<file path="src/rtl/usb_crc16_tx_if.sv">
// Bus for the USB CRC16 transmit appender.
// The master side drives the packet controls.
// The slave side (the appender) returns the serial stream and status.
interface usb_crc16_tx_if;
    logic clear;
    logic start;
    logic shift_enable;
    logic d_in;
    logic d_last;
    logic d_out;
    logic crc_active;
    logic busy;
    logic done;

    modport master (
        output clear, start, shift_enable, d_in, d_last,
        input  d_out, crc_active, busy, done
    );

    modport slave (
        input  clear, start, shift_enable, d_in, d_last,
        output d_out, crc_active, busy, done
    );
endinterface

</file>
<file path="src/rtl/usb_crc16_tx.sv">
// USB CRC16 transmit appender.
// Payload bits pass straight through to d_out. The appender then shifts out
// the inverted 16-bit remainder (polynomial 0x8005, seed 0xFFFF), MSB first.
// A receiver running the same CRC over the whole stream lands on residual 0x800D.
module usb_crc16_tx (
    input  logic            clk,
    input  logic            n_rst,
    usb_crc16_tx_if.slave   bus
);

    typedef enum logic [1:0] {
        IDLE = 2'd0,
        DATA = 2'd1,
        CRC  = 2'd2,
        DONE = 2'd3
    } state_t;

    localparam logic [15:0] CRC_POLY = 16'h8005;
    localparam logic [15:0] CRC_SEED = 16'hFFFF;

    state_t      state;
    logic [15:0] crc;
    logic [3:0]  bit_cnt;
    logic        busy_q;
    logic        crc_active_q;
    logic        done_q;
    logic        fb;

    // Feedback for the payload CRC update: top remainder bit against the incoming bit.
    assign fb = crc[15] ^ bus.d_in;

    // FSM, CRC register, bit counter and registered status flags.
    // The reset is synchronous. Reset outranks clear, and clear outranks everything else.
    always_ff @(posedge clk) begin
        // NOTE: all sequential state uses non-blocking assignments, so every
        // register samples the values from before the clock edge.
        if (!n_rst || bus.clear) begin
            state        <= IDLE;
            crc          <= CRC_SEED;
            bit_cnt      <= 4'd0;
            busy_q       <= 1'b0;
            crc_active_q <= 1'b0;
            done_q       <= 1'b0;
        end else begin
            case (state)
                IDLE: begin
                    // A strobe in the start cycle is not consumed as a data bit.
                    if (bus.start) begin
                        state   <= DATA;
                        crc     <= CRC_SEED;
                        bit_cnt <= 4'd0;
                        busy_q  <= 1'b1;
                    end
                end
                DATA: begin
                    if (bus.shift_enable) begin
                        crc <= {crc[14:0], 1'b0} ^ (fb ? CRC_POLY : 16'h0000);
                        if (bus.d_last) begin
                            state        <= CRC;
                            crc_active_q <= 1'b1;
                        end
                    end
                end
                CRC: begin
                    // Shift ones in behind the remainder. d_out shows its top bit inverted.
                    if (bus.shift_enable) begin
                        crc     <= {crc[14:0], 1'b1};
                        bit_cnt <= bit_cnt + 4'd1;
                        if (bit_cnt == 4'd15) begin
                            state        <= DONE;
                            crc_active_q <= 1'b0;
                            done_q       <= 1'b1;
                        end
                    end
                end
                DONE: begin
                    state  <= IDLE;
                    busy_q <= 1'b0;
                    done_q <= 1'b0;
                end
                default: begin
                    state  <= IDLE;
                    busy_q <= 1'b0;
                    done_q <= 1'b0;
                end
            endcase
        end
    end

    // Serial output mux: payload passthrough, then the inverted remainder MSB first.
    always_comb begin
        // NOTE: default first, so no path through the block leaves d_out unassigned
        // and no latch is inferred.
        bus.d_out = 1'b0;
        case (state)
            DATA:    bus.d_out = bus.d_in;
            CRC:     bus.d_out = ~crc[15];
            default: bus.d_out = 1'b0;
        endcase
    end

    assign bus.busy       = busy_q;
    assign bus.crc_active = crc_active_q;
    assign bus.done       = done_q;

endmodule

</file>
<file path="src/flat_wrapper.sv">
// flat-port wrapper written by rule: the top's interface ports become plain ports
module usb_crc16_tx_flat 
  (clk, n_rst, bus_clear, bus_start, bus_shift_enable, bus_d_in, bus_d_last, bus_d_out, bus_crc_active, bus_busy, bus_done);
  usb_crc16_tx_if bus_i ();
  input  logic clk;
  input  logic n_rst;
  input wire logic [$bits(bus_i.clear)-1:0] bus_clear;
  input wire logic [$bits(bus_i.start)-1:0] bus_start;
  input wire logic [$bits(bus_i.shift_enable)-1:0] bus_shift_enable;
  input wire logic [$bits(bus_i.d_in)-1:0] bus_d_in;
  input wire logic [$bits(bus_i.d_last)-1:0] bus_d_last;
  output wire logic [$bits(bus_i.d_out)-1:0] bus_d_out;
  output wire logic [$bits(bus_i.crc_active)-1:0] bus_crc_active;
  output wire logic [$bits(bus_i.busy)-1:0] bus_busy;
  output wire logic [$bits(bus_i.done)-1:0] bus_done;
  assign bus_i.clear = bus_clear;
  assign bus_i.start = bus_start;
  assign bus_i.shift_enable = bus_shift_enable;
  assign bus_i.d_in = bus_d_in;
  assign bus_i.d_last = bus_d_last;
  assign bus_d_out = bus_i.d_out;
  assign bus_crc_active = bus_i.crc_active;
  assign bus_busy = bus_i.busy;
  assign bus_done = bus_i.done;
  usb_crc16_tx u_core (.clk(clk), .n_rst(n_rst), .bus(bus_i));
endmodule
</file>
<file path="config.mk">
export PLATFORM = sky130hd
export DESIGN_NAME = usb_crc16_tx_flat
export DESIGN_NICKNAME = d
export VERILOG_FILES = /design/src/rtl/usb_crc16_tx_if.sv /design/src/rtl/usb_crc16_tx.sv /design/src/flat_wrapper.sv
export SDC_FILE = /design/constraint.sdc
export NUM_CORES = 1
export LEC_CHECK = 0
export CORE_UTILIZATION = 45
export CTS_CLUSTER_SIZE = 24
export DETAILED_ROUTE_END_ITERATION = 6
export GPL_TIMING_DRIVEN = 0
export PLACE_DENSITY_LB_ADDON = 0.3
export SLEW_MARGIN = 30
export SYNTH_ARGS = -nofsm -noshare
export SYNTH_HDL_FRONTEND = slang
export SYNTH_SLANG_ARGS = --single-unit
</file>
<file path="constraint.sdc">
create_clock -name clk -period 2.5 [get_ports clk]
set_input_delay 0.75 -clock clk [delete_from_list [all_inputs] [get_ports clk]]
set_output_delay 0.75 -clock clk [all_outputs]
set_load 0.01 [all_outputs]
</file>
==> results.sh <==
export IMPL_mostFrequentLayoutCells="dfxtp_1 (23), nor2_1 (18), a211oi_1 (11), a21oi_1 (11)"
export IMPL_worstSetupPathType="flop to primary output"
export IMPL_grt_pass1_wl_mm=4.15
export IMPL_fin_area_um2=1480
export IMPL_tns_ns=0
export IMPL_cts_tree="done"
export IMPL_io_pins=11
export IMPL_hpwlAfterDp_mm=1.81
export IMPL_clock_root_buffer="clkbuf_4"
export IMPL_rsz0062_at_grt="false"
export IMPL_pwr_share_comb_pct=20.6
export IMPL_clock_path_buffers=2
export IMPL_worst_pin_slew_ns=0.474
export IMPL_cts_sinks=25
export IMPL_fin_crit_sh_pct=97.1
export IMPL_cp_data_required_time_ns=1.75
export IMPL_syn_area_um2=1250
export IMPL_hold_viol_final=0
export IMPL_syn_avg_cell_area_um2=8.54
export IMPL_grt_max_degree=15
export IMPL_slowest_delay_ns=0.37
export IMPL_switching_power_uw=224
export IMPL_fmaxAchievable_mhz=412
export IMPL_async_flop_share_pct=0
export IMPL_start_util_pct=49.0
export IMPL_dr_pass1_iters=4
export IMPL_p_per_area_nw_per_um2=513
export IMPL_internal_power_uw=534
export IMPL_worstPathArrival_ns=1.68
export IMPL_groute_usage_overall_pct=19.4
export IMPL_die_width_um=54.7
export IMPL_htreeDepth=1
export IMPL_p_seq_share_pct=54.9
export IMPL_ir_drop_v=0.000358
export IMPL_cp_cell_sequence="inv_2 > ha_4 > inv_1 > clkbuf_8 > a21oi_2 > clkdlybuf4s15_2"
export IMPL_syn_inst=146
export IMPL_io_buffers=10
export IMPL_num_vias=1082
export IMPL_totalWireLength_mm=2.72
export IMPL_path_buf_inv=4
export IMPL_ys_types=33
export IMPL_startpoint_type="flop"
export IMPL_crit_family="buffers and inverters"
export IMPL_period_minus_slack_ns=2.43
export IMPL_drc_errors=0
export IMPL_nets=177
export IMPL_rows=18
export IMPL_yosysWarnings=0
export IMPL_drt_initial_drc_count=28
export IMPL_viasPerCell=5.64
export IMPL_power_frac_clock_pct=24.5
export IMPL_clkLatencyLatePin_ns=0.32
export IMPL_max_slew_margin_pct=68.4
export IMPL_n_antenna_cell=0
export IMPL_maxCapViolations=0
export IMPL_clkTransAtPathRegs_ns=0.14
export IMPL_clock_skew_ns=0.00241
export IMPL_hold_path_class="flop to flop"
export IMPL_cts_hold_buf=0
export IMPL_setup_ws_ns=0.0715
export IMPL_synthFlopType="dfxtp_1"
export IMPL_setup_viol=0
export IMPL_p_leak_uw=0.000515
export IMPL_place_ws_ns=-0.305
export IMPL_dieArea_um2=2990
export IMPL_crit_fanout=10
export IMPL_final_antenna_net_count=0
export IMPL_synth_seq_area_share_pct=40.1
export IMPL_drv_slew=0
export IMPL_area_growth_pct=18.4
export IMPL_ys_seq_elements=25
export IMPL_drive_gt1_share_pct=14.8
export IMPL_wl_per_cell_um=14.1
export IMPL_crit_path_end_kind="primary output"
export IMPL_final_common_cell="dfxtp_1"
export IMPL_core_um2=2540
export IMPL_grt_pass1_vias=948
export IMPL_placed_cell_area_um2=1390
export IMPL_syn_nets=160
export IMPL_grt_overflow=0
export IMPL_antenna_found_initial=0
export IMPL_synth_edf_count=0
export IMPL_p_sw_share_pct=29.5
export IMPL_critical_path_slowest_cell="dfxtp_2"
export IMPL_cts_inserted_buffers=3
export IMPL_die_y_um=54.7
export IMPL_status="finished clean"
export IMPL_gp_congestion=0.810
sequential cells by signal, summed over array words and instances (netlist names):
signal                 flops
u_core.bit_cnt             4
u_core.bus.busy            1
u_core.bus.crc_active      1
u_core.bus.done            1
u_core.crc                16
u_core.state               2
layout make-up:
type	count	area, um2
multi-input cells	109	721
fillers	233	1070
plain buffers	9	57.6
well taps	30	37.5
repair buffers	12	119
clock inverters	1	5.00
flip-flops and latches	25	503
inverters	3	11.3
clock buffers	3	22.5
metal layers:
metal  vias up  GRT usage (%)  wire length [um]
li1        549              -                 -
met1       517           21.8              1250
met2        14           36.9              1380
met3         2           5.00                72
met4         0           2.14                11
met5         -              0                 0
power by group through the flow:
stage / combinational (uW) / clock, uW / sequential, uW
detailed placement: 139 / 0 / 425
floorplan: 99.0 / 0 / 424
global route: 171 / 205 / 417
finish: 156 / 186 / 416
global placement: 134 / 0 / 425
CTS: 150 / 190 / 416
timing repair:
| action | CTS | global route |
|---|---|---|
| gates resized for setup | 12 | 5 |
| pin swaps | 0 | 0 |
| setup endpoints to repair | 1 | 1 |
| setup buffers | 2 | 0 |
worst min-delay path: stages (launching register included):
cell,delay (ns)
dfxtp_1,0.35
nand2b_1,0.07
a21oi_1,0.05
worst paths after layout:
check,startpoint,to,slack (ns),cells past startpoint
min reg2reg,u_core.bus.done$_SDFFE_PP0P_,u_core.bus.done$_SDFFE_PP0P_,0.50,2
max,u_core.state[1]$_SDFFE_PP0P_,bus_d_out,0.07,6
max reg2reg,u_core.state[0]$_SDFFE_PP0P_,u_core.crc[0]$_SDFFE_PP1P_,0.43,7
min,u_core.bus.done$_SDFFE_PP0P_,u_core.bus.done$_SDFFE_PP0P_,0.50,2
logic make-up (layout without fill, tap and decap cells):
group	count (synthesis)	count (layout)	synth area share, %
AOI/OAI and AO/OA	47	47	24.5
xor gates and xnor gates	4	4	2.81
adders and majority gates	7	7	7.02
buffers and inverters	12	28	4.41
DFF	25	25	40.1
muxes	3	3	2.41
and+or+nand+nor	48	48	18.8
metrics by stage:
| step | total power [uW] | hold slack [ns] | instances | util [%] |
|---|---|---|---|---|
| 2_1_floorplan | 523 | 0.449 | 146 | - |
| 3_3_place_gp | 559 | 0.464 | 186 | 54.4 |
| 3_5_place_dp | 564 | 0.473 | 186 | 54.4 |
| 4_1_cts | 756 | 0.492 | 192 | 57.4 |
| 5_1_grt | 793 | 0.511 | 192 | 58.0 |
| 6_report | 758 | 0.499 | 192 | 58.0 |
cells in the mapped netlist (all sizes together), types with 2 or more instances:
master / number / share of area (%)
a211oi: 12 / 7.6
a21oi: 12 / 4.8
a31oi: 2 / 1.0
buf: 4 / 2.0
clkbuf: 5 / 1.5
dfxtp: 25 / 40
ha: 7 / 7.0
inv: 3 / 0.90
mux2i: 3 / 2.4
nand2: 10 / 3.0
nand2b: 4 / 2.0
nand3: 3 / 1.2
nand4: 2 / 1.0
nor2: 18 / 5.4
nor2b: 3 / 1.5
nor3: 2 / 1.2
nor3b: 2 / 1.2
o21ai: 15 / 6.0
o32a: 2 / 1.6
or2: 2 / 1.0
xnor2: 3 / 2.1
Note: power is estimated with default switching activity, not from simulation.
